File: src/rtl/uart_pkg.sv
// Shared UART definitions: serializer/deserializer state encoding and frame bit levels.
// Latency: none (types and constants only).
// Backpressure: not applicable.
package uart_pkg;

  typedef enum logic [1:0] {
    ST_IDLE  = 2'd0,
    ST_START = 2'd1,
    ST_DATA  = 2'd2,
    ST_STOP  = 2'd3
  } uart_state_t;

  localparam logic START_BIT = 1'b0;
  localparam logic STOP_BIT  = 1'b1;

endpackage

File: src/rtl/uart_fifo.sv
// Generic synchronous FIFO with occupancy count; head word visible on o_data while non-empty.
// Latency: a push is visible at the head (and in o_level) the cycle after the write edge.
// Backpressure: pushes while full are dropped, even when a pop happens in the same cycle.
module uart_fifo #(
  parameter int WIDTH = 8,
  parameter int DEPTH = 4
) (
  input  logic                     i_clk,
  input  logic                     i_rst,
  input  logic                     i_push,
  input  logic [WIDTH-1:0]         i_data,
  input  logic                     i_pop,
  output logic [WIDTH-1:0]         o_data,
  output logic                     o_full,
  output logic                     o_empty,
  output logic [$clog2(DEPTH):0]   o_level
);

  localparam int AW = $clog2(DEPTH);
  localparam int LW = AW + 1;

  logic [WIDTH-1:0] r_mem [DEPTH];
  logic [AW-1:0]    r_wr_ptr;
  logic [AW-1:0]    r_rd_ptr;
  logic [LW-1:0]    r_level;
  logic             w_push;
  logic             w_pop;

  assign o_full  = (r_level == LW'(DEPTH));
  assign o_empty = (r_level == '0);
  assign w_push  = i_push && !o_full;
  assign w_pop   = i_pop && !o_empty;
  assign o_data  = r_mem[r_rd_ptr];
  assign o_level = r_level;

  // Storage array: written at the tail on an accepted push; contents need no reset.
  always_ff @(posedge i_clk) begin
    if (w_push) begin
      r_mem[r_wr_ptr] <= i_data;
    end
  end

  // Pointers wrap naturally because DEPTH is a power of two; level tracks push minus pop.
  always_ff @(posedge i_clk) begin
    if (!i_rst) begin
      r_wr_ptr <= '0;
      r_rd_ptr <= '0;
      r_level  <= '0;
    end else begin
      if (w_push) begin
        r_wr_ptr <= r_wr_ptr + AW'(1);
      end
      if (w_pop) begin
        r_rd_ptr <= r_rd_ptr + AW'(1);
      end
      if (w_push && !w_pop) begin
        r_level <= r_level + LW'(1);
      end else if (!w_push && w_pop) begin
        r_level <= r_level - LW'(1);
      end
    end
  end

endmodule

File: src/rtl/uart_tx_buffered.sv
// Buffered UART transmitter: FIFO of payload words feeding a start/data/stop serializer.
// Latency: push into empty FIFO with idle serializer -> pop next cycle -> start bit on o_tx the cycle after.
// Backpressure: o_full high means further pushes are silently dropped; frames run back to back while queued.
module uart_tx_buffered
  import uart_pkg::*;
#(
  parameter int PAYLOAD_SIZE  = 8,
  parameter int FIFO_DEPTH    = 4,
  parameter int TICKS_PER_BIT = 16
) (
  input  logic                          i_clk,
  input  logic                          i_rst,
  input  logic                          i_tick,
  input  logic [PAYLOAD_SIZE-1:0]       i_data,
  input  logic                          i_send_data,
  output logic                          o_tx,
  output logic                          o_flg_data_sent,
  output logic                          o_full,
  output logic                          o_busy,
  output logic [$clog2(FIFO_DEPTH):0]   o_level
);

  localparam int TW = (TICKS_PER_BIT > 1) ? $clog2(TICKS_PER_BIT) : 1;
  localparam int BW = $clog2(PAYLOAD_SIZE) + 1;

  uart_state_t             r_state;
  logic [PAYLOAD_SIZE-1:0] r_shift;
  logic [TW-1:0]           r_tick_cnt;
  logic [BW-1:0]           r_bit_cnt;
  logic                    r_tx;
  logic                    r_flg;

  logic [PAYLOAD_SIZE-1:0] w_head;
  logic [PAYLOAD_SIZE-1:0] w_shift_nxt;
  logic                    w_empty;
  logic                    w_bit_end;
  logic                    w_pop;

  // A bit period closes on the tick that completes TICKS_PER_BIT ticks.
  assign w_bit_end   = i_tick && (r_tick_cnt == TW'(TICKS_PER_BIT - 1));
  assign w_shift_nxt = r_shift >> 1;
  // Pop from IDLE, or straight out of STOP so queued frames follow with no idle gap.
  assign w_pop = !w_empty &&
                 ((r_state == ST_IDLE) || ((r_state == ST_STOP) && w_bit_end));

  uart_fifo #(
    .WIDTH (PAYLOAD_SIZE),
    .DEPTH (FIFO_DEPTH)
  ) u_fifo (
    .i_clk   (i_clk),
    .i_rst   (i_rst),
    .i_push  (i_send_data),
    .i_data  (i_data),
    .i_pop   (w_pop),
    .o_data  (w_head),
    .o_full  (o_full),
    .o_empty (w_empty),
    .o_level (o_level)
  );

  assign o_tx            = r_tx;
  assign o_flg_data_sent = r_flg;
  assign o_busy          = !w_empty || (r_state != ST_IDLE);

  // Serializer FSM; o_tx is set on the same edge as each state/bit change so it is registered.
  always_ff @(posedge i_clk) begin
    if (!i_rst) begin
      r_state    <= ST_IDLE;
      r_shift    <= '0;
      r_tick_cnt <= '0;
      r_bit_cnt  <= '0;
      r_tx       <= STOP_BIT;
      r_flg      <= 1'b0;
    end else begin
      r_flg <= 1'b0;
      case (r_state)
        ST_IDLE: begin
          r_tx <= STOP_BIT;
          if (!w_empty) begin
            r_shift    <= w_head;
            r_tick_cnt <= '0;
            r_bit_cnt  <= '0;
            r_tx       <= START_BIT;
            r_state    <= ST_START;
          end
        end
        ST_START: begin
          if (w_bit_end) begin
            r_tick_cnt <= '0;
            r_tx       <= r_shift[0];
            r_state    <= ST_DATA;
          end else if (i_tick) begin
            r_tick_cnt <= r_tick_cnt + TW'(1);
          end
        end
        ST_DATA: begin
          if (w_bit_end) begin
            r_tick_cnt <= '0;
            r_shift    <= w_shift_nxt;
            if (r_bit_cnt == BW'(PAYLOAD_SIZE - 1)) begin
              r_tx    <= STOP_BIT;
              r_state <= ST_STOP;
            end else begin
              r_bit_cnt <= r_bit_cnt + BW'(1);
              r_tx      <= w_shift_nxt[0];
            end
          end else if (i_tick) begin
            r_tick_cnt <= r_tick_cnt + TW'(1);
          end
        end
        ST_STOP: begin
          if (w_bit_end) begin
            r_flg      <= 1'b1;
            r_tick_cnt <= '0;
            if (!w_empty) begin
              r_shift   <= w_head;
              r_bit_cnt <= '0;
              r_tx      <= START_BIT;
              r_state   <= ST_START;
            end else begin
              r_state <= ST_IDLE;
            end
          end else if (i_tick) begin
            r_tick_cnt <= r_tick_cnt + TW'(1);
          end
        end
        default: begin
          r_state <= ST_IDLE;
        end
      endcase
    end
  end

endmodule
File: config.mk
export PLATFORM = sky130hd
export DESIGN_NAME = uart_tx_buffered
export DESIGN_NICKNAME = d
export VERILOG_FILES = /design/src/rtl/uart_pkg.sv /design/src/rtl/uart_fifo.sv /design/src/rtl/uart_tx_buffered.sv
export SDC_FILE = /design/constraint.sdc
export NUM_CORES = 1
export LEC_CHECK = 0
export BUFFER_PORTS_ARGS = -buffer_cell sky130_fd_sc_hd__buf_2
export CORE_ASPECT_RATIO = 1.75
export CORE_UTILIZATION = 60
export CTS_BUF_LIST = sky130_fd_sc_hd__clkbuf_8
export DETAILED_ROUTE_END_ITERATION = 6
export GPL_ROUTABILITY_DRIVEN = 0
export PLACE_DENSITY = 0.83
export SYNTH_ARGS = -nofsm -noshare
export SYNTH_HDL_FRONTEND = slang
export SYNTH_SLANG_ARGS = --single-unit
File: constraint.sdc
create_clock -name i_clk -period 8.3 [get_ports i_clk]
set_clock_uncertainty 0.1 [all_clocks]
set_input_delay 2.49 -clock i_clk [delete_from_list [all_inputs] [get_ports i_clk]]
set_output_delay 2.49 -clock i_clk [all_outputs]
set_load 0.05 [all_outputs]
## Word level (Yosys, flattened, before mapping)

Memories as Yosys holds them, arrays and structs flattened. A register that Yosys moved wholly into a read port is not among the register bits.
Index checks and enable logic that the tools add are counted.

| storage, ports and cells | value |
|---|---|
| memory bits (writable) | 32 |
| bits in registers | 27 |
| output and inout port bits | 7 |
| memories kept | 1 |
| bits of input ports | 12 |
| word-level logic and storage cells | 89 |

| operators by class | value |
|---|---|
| add/sub/neg operators | 6 |
| muxes and demuxes | 34 |
| equality and inequality tests | 14 |
| reductions and logical operators | 25 |

Memory list:

| name | depth | width | rd ports | clocked after memory_dff | wr ports | RTL line | text |
|---|---|---|---|---|---|---|---|
| u_fifo.r_mem | 4 | 8 | 1 | 1 | 1 | uart_fifo.sv:22 | `logic [WIDTH-1:0] r_mem [DEPTH];` |

Operators with widths:

| cell | number |
|---|---|
| 2-to-1 mux 4 bit | 7 |
| 2-to-1 mux 8 bit | 3 |
| one-hot mux 8 bit (3 select lines) | 1 |
| 2-to-1 mux 2 bit | 7 |
| != test 2 bit, second input constant | 7 |
| one-hot mux 4 bit (3 select lines) | 1 |
| 2-to-1 mux 1 bit | 10 |
| adder 4 x 1 -> 4 bit, second input constant | 2 |
| one-hot mux 2 bit (4 select lines) | 1 |
| one-hot mux 4 bit (2 select lines) | 1 |
| AND reduction 4 bit | 2 |
| logical AND 1 bit | 7 |
| 2-to-1 mux 3 bit | 2 |
| AND reduction 5 bit | 1 |
| adder 2 x 1 -> 2 bit, second input constant | 2 |
| equality test 2 bit, second input constant | 2 |
| equality test 4 x 3 -> 1 bit, second input constant | 1 |
| equality test 4 bit, second input constant | 1 |
| zero test 1 bit | 4 |
| one-hot mux 1 bit (4 select lines) | 1 |
| AND reduction 2 bit | 2 |
| nonzero test 2 bit | 2 |
| adder 3 x 1 -> 3 bit, second input constant | 1 |
| equality test 3 bit, second input constant | 1 |
| 9 further kinds | 10 |

## Logic depth before layout (Yosys ltp)

Gate-level depths: netlist of the first run.

| logic depth | value |
|---|---|
| word-level depth | 9 |
| mapped depth | 10 |
| gate-level depth less buffers | 10 |

## Hierarchy

A second synthesis of the first run with hierarchy kept.

| second synthesis, totals | value |
|---|---|
| cell total of the unflattened synthesis | 222 |
| area, all modules | 2,813.9 um2 |

Modules (own cells, without submodules):

| module | cells each | sequential area each (um2) | area each (um2) | instances |
|---|---|---|---|---|
| uart_fifo | 90 | 1,141.1 | 1,639.1 | 1 |
| uart_tx_buffered | 132 | 400.4 | 1,174.9 | 1 |

## Worst setup path after synthesis of the first run

No wires, ideal clock.

| path | value |
|---|---|
| kind | register to output |
| start | register u_fifo.r_level[2] (netlist: u_fifo.o_level[2]) |
| end | output o_full |
| cell stages (with the launch flop) | 2 |
| setup slack | 3,719 ps |
| buffers on the path | 0 |
| data required time | 5,710 ps |
| arrival | 1,991 ps |
| path through | dfxtp_1 -> nor3b_1 |

| between the ends | value |
|---|---|
| longest elaborated chain between the ends | 1 |

Ends and longest elaborated chain:

| item | RTL line | text |
|---|---|---|
| start: declaration | uart_fifo.sv:25 | `logic [LW-1:0] r_level;` |
| start signal: assignment | uart_fifo.sv:57 | `r_level <= r_level + LW'(1);` |
| start signal: assignment | uart_fifo.sv:59 | `r_level <= r_level - LW'(1);` |
| equality test 3 bit | uart_fifo.sv:29 | `assign o_full = (r_level == LW'(DEPTH));` |
| end: declaration | uart_tx_buffered.sv:18 | `output logic o_full,` |

No other way between the ends.

## Worst setup path after layout of the first run

| path | value |
|---|---|
| start | register r_state[0] |
| end | output o_busy |

| between the ends | value |
|---|---|
| longest elaborated chain between the ends | 2 |

Ends and longest elaborated chain:

| item | RTL line | text |
|---|---|---|
| start: declaration | uart_tx_buffered.sv:26 | `uart_state_t r_state;` |
| start signal: assignment | uart_tx_buffered.sv:68 | `r_state <= ST_IDLE;` |
| start signal: assignment | uart_tx_buffered.sv:84 | `r_state <= ST_START;` |
| start signal: assignment | uart_tx_buffered.sv:91 | `r_state <= ST_DATA;` |
| nonzero test 2 bit | uart_tx_buffered.sv:63 | `assign o_busy = !w_empty \|\| (r_state != ST_IDLE);` |
| logical OR 1 bit | uart_tx_buffered.sv:63 |  |
| end: declaration | uart_tx_buffered.sv:19 | `output logic o_busy,` |

No other way between the ends.

==> impl_metrics.prom, run 1 <==
# TYPE chip_impl_metric gauge
chip_impl_info{name="run_status",value="finished clean"} 1
chip_impl_metric{name="ys_types",unit=""} 49
chip_impl_info{name="layout_common_cells",value="33 x a21oi_1, 32 x edfxtp_1, 29 x dfxtp_1"} 1
chip_impl_metric{name="antenna_found_initial",unit=""} 0
chip_impl_info{name="worst_hold_startpoint",value="r_shift[4]"} 1
chip_impl_metric{name="grt_overflow_total",unit=""} 0
chip_impl_metric{name="max-vdd-ir-drop",unit="uV"} 282
chip_impl_metric{name="power.density_cell_area",unit="nW/um^2"} 360
chip_impl_metric{name="fin_crit",unit="ns"} 4.60
chip_impl_info{name="startpoint",value="r_state[0]"} 1
chip_impl_info{name="clock-root-buffer",value="clkbuf_8"} 1
chip_impl_metric{name="dpl_cell_area",unit="um^2"} 2830
chip_impl_metric{name="max_freq",unit="MHz"} 217
chip_impl_metric{name="synth_sequential_area_ratio",unit="%"} 56.6
chip_impl_metric{name="drt.antenna.violating_nets",unit=""} 0
chip_impl_metric{name="first_pass_grt_wire_length",unit="um"} 8110
chip_impl_metric{name="max_slew.worst_pin.slew",unit="ns"} 0.630
chip_impl_metric{name="routed_wire_length_per_instance",unit="um"} 16.3
chip_impl_metric{name="finalHoldViolCount",unit=""} 0
chip_impl_metric{name="final_ws_setup",unit="ns"} 3.70
chip_impl_metric{name="fp.dieH",unit="um"} 91.1
chip_impl_metric{name="finalNetCount",unit=""} 264
chip_impl_info{name="final_common_cell",value="a21oi_1"} 1
chip_impl_metric{name="core_area",unit="um^2"} 4360
chip_impl_info{name="cp-end-kind",value="output pin"} 1
chip_impl_metric{name="io-pin-count",unit=""} 19
chip_impl_metric{name="numClockSinks",unit=""} 61
chip_impl_metric{name="h-tree-depth",unit=""} 3
chip_impl_metric{name="first_iter_violations",unit=""} 54
chip_impl_metric{name="synth-warning-count",unit=""} 0
chip_impl_metric{name="die-width",unit="um"} 52.9
chip_impl_metric{name="total_count_of_max_transition_violations_in_the_final_report",unit=""} 0
chip_impl_metric{name="timing.max_cap.violations",unit=""} 0
chip_impl_metric{name="synth-edff-count",unit=""} 32
chip_impl_metric{name="cts.clk_slew.worst_paths",unit="ns"} 0.07
chip_impl_metric{name="clk-insertion-delay-late",unit="ns"} 0.34
chip_impl_metric{name="antenna_cells_inserted",unit=""} 0
chip_impl_metric{name="detailedPlacementHpwl",unit="um"} 3310
chip_impl_info{name="crit-reg2reg-launch",value="r_tick_cnt[0]"} 1
chip_impl_metric{name="drcViolationCount",unit=""} 0
chip_impl_metric{name="power_leakage",unit="nW"} 1.08
chip_impl_metric{name="grt.total_usage",unit="%"} 23.8
chip_impl_metric{name="setup_violations",unit=""} 0
chip_impl_metric{name="synth.net_count",unit=""} 245
chip_impl_metric{name="synthesis.area_per_instance",unit="um^2"} 12.4
chip_impl_metric{name="setup_tns",unit="ns"} 0
chip_impl_metric{name="routed_wirelength",unit="um"} 4790
chip_impl_metric{name="grt_max_degree",unit=""} 20
chip_impl_metric{name="cts_repair_resize_count",unit=""} 0
chip_impl_metric{name="start_util",unit="%"} 62.4
chip_impl_metric{name="port_buffers",unit=""} 18
chip_impl_metric{name="dpl_worst_slack",unit="ns"} 3.58
chip_impl_metric{name="first_global_vias",unit=""} 1817
chip_impl_info{name="timing_worst_setup_path_type",value="flip-flop to output pin"} 1
chip_impl_metric{name="arrival",unit="ns"} 2.01
chip_impl_metric{name="rows",unit=""} 32
chip_impl_info{name="worst_hold_path_type",value="flip-flop to flip-flop"} 1
chip_impl_metric{name="die-area",unit="um^2"} 4820
chip_impl_metric{name="areaGrowthSynthToFinish",unit="%"} 10.3
chip_impl_metric{name="final_layout_size_suffix_gt1_share",unit="%"} 22.2
chip_impl_metric{name="ys_async_sr_fraction",unit="%"} 0
chip_impl_info{name="rsz0062_at_grt",value="false"} 1
chip_impl_metric{name="period_utilisation_layout",unit="%"} 55.5
chip_impl_metric{name="cp_data_required_time",unit="ns"} 5.71
chip_impl_metric{name="ys_seq_elements",unit=""} 61
chip_impl_metric{name="slew-limit-headroom",unit="%"} 58.0
chip_impl_metric{name="cts-buffers-inserted",unit=""} 9
chip_impl_metric{name="route.detailed.vias_per_inst",unit=""} 6.09
chip_impl_metric{name="cts-hold-fix-buffers",unit=""} 0
chip_impl_info{name="synthFlopType",value="edfxtp_1"} 1
chip_impl_info{name="setup.worst_path.start_class",value="flip-flop"} 1
chip_impl_info{name="tritoncts_clock_tree",value="done"} 1
chip_impl_metric{name="synthesis.instances",unit=""} 219
chip_impl_metric{name="detail_route.first_pass.iterations",unit=""} 4
chip_impl_metric{name="post-cts-setup-buffers",unit=""} 0
chip_impl_metric{name="detailroute.via_count",unit=""} 1789
chip_impl_metric{name="cp_max_fo",unit=""} 5
chip_impl_metric{name="synth_area",unit="um^2"} 2720
chip_impl_metric{name="finalInstanceArea",unit="um^2"} 3000
chip_impl_metric{name="clock_tree.buffer_depth",unit=""} 2
-- cell usage after synthesis (2+ instances only) --
cell type  instances  area, um^2
a21oi_1           33         165
mux2i_1            2        20.0
clkbuf_1           5        18.8
or4_1              3        22.5
nand3_1            5        25.0
ha_1              13         163
nor3b_1            2        15.0
nand2_1           13        48.8
nor2_1             7        26.3
inv_1              7        26.3
buf_2              3        15.0
a221o_1            2        20.0
mux4_2             8         180
or3_1              2        12.5
or4b_1             2        20.0
xor2_1             2        17.5
or2_2              2        12.5
and2_1             5        31.3
edfxtp_1          32         961
dfxtp_1           29         581
o21ai_0           14        70.1
-- worst max-delay path: stages (launching register included) --
cell     delay (ns)
dfxtp_1        0.35
inv_1          0.19
ha_1           0.21
or4b_1         0.63
buf_2          0.29
-- power breakdown --
part           internal (mW)  leakage (nW)  switching, mW  total [mW]
clock                  0.109        0.0856          0.123       0.231
combinational          0.169         0.460          0.257       0.426
sequential             0.374         0.531         0.0487       0.422
-- layout make-up --
type                       instances  area, um^2
fill                             332        1360
inverter                           8        30.0
clock inverter                     7        51.3
clock buffer                       9         124
tap                               51        63.8
sequential                        61        1540
multi-input combinational        140        1100
timing repair buffer              18        90.1
-- cell families (layout without fill, tap and decap cells) --
group                      count (synthesis)  count (layout)  synth area share [%]
muxes                                     10              10                  7.36
adders and majority gates                 14              14                  6.71
buffers and inverters                     18              42                  2.90
and+or+nand+nor                           53              53                  11.4
AOI/OAI and AO/OA                         60              60                  14.1
DFF                                       61              61                  56.6
xor gates and xnor gates                   3               3                 0.966
-- layer usage --
metal | track usage (%) | wire length [um] | share of wire [%]
met3 | 6.03 | 115 | 2.4
met5 | 0 | 0 | 0
met4 | 13.2 | 123 | 2.6
met1 | 25.0 | 1920 | 40
met2 | 40.8 | 2630 | 55
-- sequential cells by signal, summed over array words and instances (netlist names), named ones only --
register / flops
r_bit_cnt: 4
r_state: 2
u_fifo.r_rd_ptr: 2
u_fifo.o_level: 3
u_fifo.r_wr_ptr: 2
r_shift: 8
r_tick_cnt: 4
o_flg_data_sent: 1
u_fifo.r_mem: 32
o_tx: 1
-- path summary, 6_finish.rpt --
path,end,slack (ns),depth (start not counted)
worst max-delay path,o_busy,3.70,4
worst max register to register,u_fifo.o_level[2],5.64,10
worst min register to register,r_shift[3],0.36,2
worst min-delay path,r_shift[3],0.36,2
-- stage by stage --
| step | std cells | util, % | total power, mW | hold WS, ns |
|---|---|---|---|---|
| 2_1_floorplan | 219 | - | 0.775 | 0.327 |
| 3_3_place_gp | 278 | 64.8 | 0.838 | 0.340 |
| 3_5_place_dp | 278 | 64.8 | 0.851 | 0.342 |
| 4_1_cts | 294 | 68.8 | 1.08 | 0.355 |
| 5_1_grt | 294 | 68.8 | 1.15 | 0.368 |
| 6_report | 294 | 68.8 | 1.08 | 0.361 |
Power figures use the tool's default switching activity.
==> inputs of run 2 (changes only) <==
--- a/config.mk
+++ b/config.mk
@@ -5,6 +5,7 @@
 export SDC_FILE = /design/constraint.sdc
 export NUM_CORES = 1
 export LEC_CHECK = 0
+export ABC_AREA = 1
 export BUFFER_PORTS_ARGS = -buffer_cell sky130_fd_sc_hd__buf_2
 export CORE_ASPECT_RATIO = 1.75
 export CORE_UTILIZATION = 60
==> constraint.sdc (replaced) <==
create_clock -name i_clk -period 4.6 [get_ports i_clk]
set_clock_uncertainty 0.1 [all_clocks]
set_input_delay 1.38 -clock i_clk [delete_from_list [all_inputs] [get_ports i_clk]]
set_output_delay 1.38 -clock i_clk [all_outputs]
set_load 0.05 [all_outputs]
==> impl_metrics.prom, run 2 <==
# TYPE chip_impl_metric gauge
chip_impl_metric{name="detailroute.via_count",unit=""} 2154
chip_impl_metric{name="first_global_vias",unit=""} 2120
chip_impl_metric{name="die-area",unit="um^2"} 5030
chip_impl_info{name="min_delay_worst_endpoint",value="r_shift[7]"} 1
chip_impl_info{name="largest_registers",value="u_fifo.r_mem: 32 flops, r_shift: 8 flops"} 1
chip_impl_info{name="setup.worst_path.start_class",value="flip-flop"} 1
chip_impl_metric{name="cts-hold-fix-buffers",unit=""} 0
chip_impl_info{name="worst_hold_startpoint",value="r_shift[7]"} 1
chip_impl_metric{name="synth_sequential_area_ratio",unit="%"} 54.2
chip_impl_info{name="tritoncts_clock_tree",value="done"} 1
chip_impl_metric{name="grt_max_degree",unit=""} 20
chip_impl_metric{name="first_pass_grt_wire_length",unit="um"} 8600
chip_impl_metric{name="route.detailed.vias_per_inst",unit=""} 5.34
chip_impl_info{name="synth.largest_area_cell",value="edfxtp_1"} 1
chip_impl_info{name="rsz0062_at_grt",value="false"} 1
chip_impl_metric{name="grt.total_usage",unit="%"} 24.7
chip_impl_info{name="largest_register",value="u_fifo.r_mem"} 1
chip_impl_metric{name="finalNetCount",unit=""} 373
chip_impl_metric{name="drt.antenna.violating_nets",unit=""} 0
chip_impl_info{name="crit-reg2reg-launch",value="r_state[0]"} 1
chip_impl_metric{name="power_leakage",unit="nW"} 1.35
chip_impl_info{name="synthFlopType",value="edfxtp_1"} 1
chip_impl_metric{name="setup_tns",unit="ns"} 0
chip_impl_metric{name="detail_route.first_pass.iterations",unit=""} 4
chip_impl_metric{name="routed_wirelength",unit="um"} 5240
chip_impl_metric{name="total_count_of_max_transition_violations_in_the_final_report",unit=""} 0
chip_impl_metric{name="antenna_found_initial",unit=""} 0
chip_impl_info{name="timing_worst_setup_path_type",value="flip-flop to output pin"} 1
chip_impl_info{name="final_common_cell",value="nand2_1"} 1
chip_impl_metric{name="cts_repair_resize_count",unit=""} 0
chip_impl_info{name="run_status",value="finished clean"} 1
chip_impl_metric{name="drcViolationCount",unit=""} 0
chip_impl_metric{name="areaGrowthSynthToFinish",unit="%"} 9.02
chip_impl_metric{name="clock_tree.buffer_depth",unit=""} 2
chip_impl_metric{name="power.density_cell_area",unit="nW/um^2"} 635
chip_impl_metric{name="finalInstanceArea",unit="um^2"} 3100
chip_impl_metric{name="max_ffs_per_register",unit=""} 32
chip_impl_metric{name="synth-edff-count",unit=""} 32
chip_impl_metric{name="max_freq",unit="MHz"} 331
chip_impl_metric{name="netlist.area_leader.share",unit="%"} 33.8
chip_impl_metric{name="slew-limit-headroom",unit="%"} 49.7
chip_impl_metric{name="period_utilisation_layout",unit="%"} 65.7
chip_impl_metric{name="synth-warning-count",unit=""} 0
chip_impl_info{name="layout_common_cells",value="82 x nand2_1, 49 x nor2_1, 32 x edfxtp_1"} 1
chip_impl_metric{name="start_util",unit="%"} 63.4
chip_impl_metric{name="worst-r2r-setup-slack",unit="ns"} 2.11
chip_impl_info{name="synth_area_leaders",value="edfxtp_1 34%, dfxtp_1 20%, nand2_1 11%, nor2_1 6.5%, ha_1 5.7%"} 1
chip_impl_metric{name="first_iter_violations",unit=""} 66
chip_impl_metric{name="timing.max_cap.violations",unit=""} 0
chip_impl_metric{name="final_layout_size_suffix_gt1_share",unit="%"} 13.4
chip_impl_metric{name="cp_max_fo",unit=""} 6
chip_impl_metric{name="h-tree-depth",unit=""} 3
chip_impl_metric{name="synthesis.area_per_instance",unit="um^2"} 8.72
chip_impl_metric{name="port_buffers",unit=""} 18
chip_impl_info{name="ys_top_cells_by_count",value="82 x nand2_1, 49 x nor2_1, 32 x edfxtp_1"} 1
chip_impl_metric{name="routed_wire_length_per_instance",unit="um"} 13.0
chip_impl_metric{name="ys_async_sr_fraction",unit="%"} 0
chip_impl_metric{name="max-vdd-ir-drop",unit="uV"} 394
chip_impl_metric{name="detailedPlacementHpwl",unit="um"} 3690
chip_impl_metric{name="clk-insertion-delay-late",unit="ns"} 0.34
chip_impl_metric{name="ys_seq_elements",unit=""} 61
chip_impl_metric{name="cts.clk_slew.worst_paths",unit="ns"} 0.07
chip_impl_metric{name="post-cts-setup-buffers",unit=""} 0
chip_impl_metric{name="io-pin-count",unit=""} 19
chip_impl_metric{name="numClockSinks",unit=""} 61
chip_impl_metric{name="hold_path_depth",unit=""} 2
chip_impl_metric{name="synthesis.instances",unit=""} 326
chip_impl_metric{name="fp.dieH",unit="um"} 93.1
chip_impl_info{name="post-synth-top-count-cell",value="nand2_1"} 1
chip_impl_metric{name="setup_violations",unit=""} 0
chip_impl_metric{name="core_area",unit="um^2"} 4480
chip_impl_metric{name="grt_overflow_total",unit=""} 0
chip_impl_metric{name="worst-r2r-cell-count",unit=""} 12
chip_impl_info{name="worst_hold_path_type",value="flip-flop to flip-flop"} 1
chip_impl_info{name="worst_r2r_dst",value="u_fifo.o_level[2]"} 1
chip_impl_metric{name="max_slew.worst_pin.slew",unit="ns"} 0.752
chip_impl_metric{name="antenna_cells_inserted",unit=""} 0
chip_impl_info{name="cp-end-kind",value="output pin"} 1
chip_impl_metric{name="fin_crit",unit="ns"} 3.02
chip_impl_metric{name="synth_area",unit="um^2"} 2840
chip_impl_info{name="clock-root-buffer",value="clkbuf_8"} 1
chip_impl_metric{name="cts-buffers-inserted",unit=""} 9
chip_impl_metric{name="dpl_cell_area",unit="um^2"} 2940
chip_impl_metric{name="rows",unit=""} 32
chip_impl_metric{name="cp_data_required_time",unit="ns"} 3.12
chip_impl_metric{name="synth.net_count",unit=""} 352
chip_impl_metric{name="arrival",unit="ns"} 1.54
chip_impl_metric{name="hold_slack",unit="ns"} 0.369
chip_impl_metric{name="finalHoldViolCount",unit=""} 0
chip_impl_metric{name="ys_types",unit=""} 26
chip_impl_metric{name="die-width",unit="um"} 54.0
-- run 2: changes by cell type in the layout (fill, tap and decap cells not counted), sizes merged, moves of 16 or more --
cell   delta
o21ai    +18
nor2     +46
a21oi    -16
inv      +26
nand2    +73
-- run 2: metal layers --
layer	GRT usage [%]	wire (um)
met1	22.7	1950
met2	44.0	2870
met3	6.02	192
met4	16.9	231
met5	0	0
-- run 2: logic make-up (layout without fill, tap and decap cells) --
| family | count (synthesis) | in the layout | share of synthesized area [%] |
|---|---|---|---|
| XOR/XNOR | 2 | 2 | 0.616 |
| flip-flops | 61 | 61 | 54.2 |
| AO/OA/AOI/OAI | 52 | 52 | 9.24 |
| AND/OR/NAND/NOR | 158 | 158 | 23.5 |
| adder cells (fa/ha/maj) | 14 | 14 | 6.43 |
| buffers and inverters | 39 | 65 | 6.03 |
-- run 2: layout make-up --
class                           instances  area, um^2
Clock buffer                            9         124
Tap cell                               51        63.8
Inverter                               31         116
Multi-Input combinational cell        226        1130
Clock inverter                          7        33.8
Timing Repair Buffer                   18        90.1
Fill cell                             377        1390
Sequential cell                        61        1540
-- run 2: power by group --
group | switching (mW) | internal (mW) | leakage [nW] | total (mW)
Combinational | 0.557 | 0.255 | 0.722 | 0.811
Sequential | 0.0882 | 0.683 | 0.532 | 0.772
Clock | 0.199 | 0.187 | 0.0955 | 0.386
Total | 0.844 | 1.13 | 1.35 | 1.97
-- run 2: worst max path at each step --
stage | startpoint | cells after the start | end
floorplan | i_tick | 12 | u_fifo.o_level[2]
global placement | i_tick | 13 | u_fifo.o_level[2]
detailed placement | i_tick | 13 | u_fifo.o_level[2]
CTS | r_state[0] | 4 | o_busy
global route | i_tick | 13 | u_fifo.o_level[2]
finish | r_state[0] | 4 | o_busy
-- run 2: worst max-delay path, stage by stage (launching register included) --
cell and delay [ns]:
dfxtp_1 0.44, inv_1 0.13, ha_1 0.25, nand2_2 0.11, buf_2 0.27
-- run 2: per-stage QoR --
stage | power (mW) | instances | util [%] | setup slack (ns)
detailed placement | 1.58 | 387 | 65.6 | 1.35
CTS | 1.98 | 403 | 69.1 | 1.58
floorplan | 1.43 | 326 | - | 1.68
finish | 1.97 | 403 | 69.1 | 1.58
global placement | 1.56 | 387 | 65.6 | 1.50
global route | 2.13 | 403 | 69.1 | 1.49
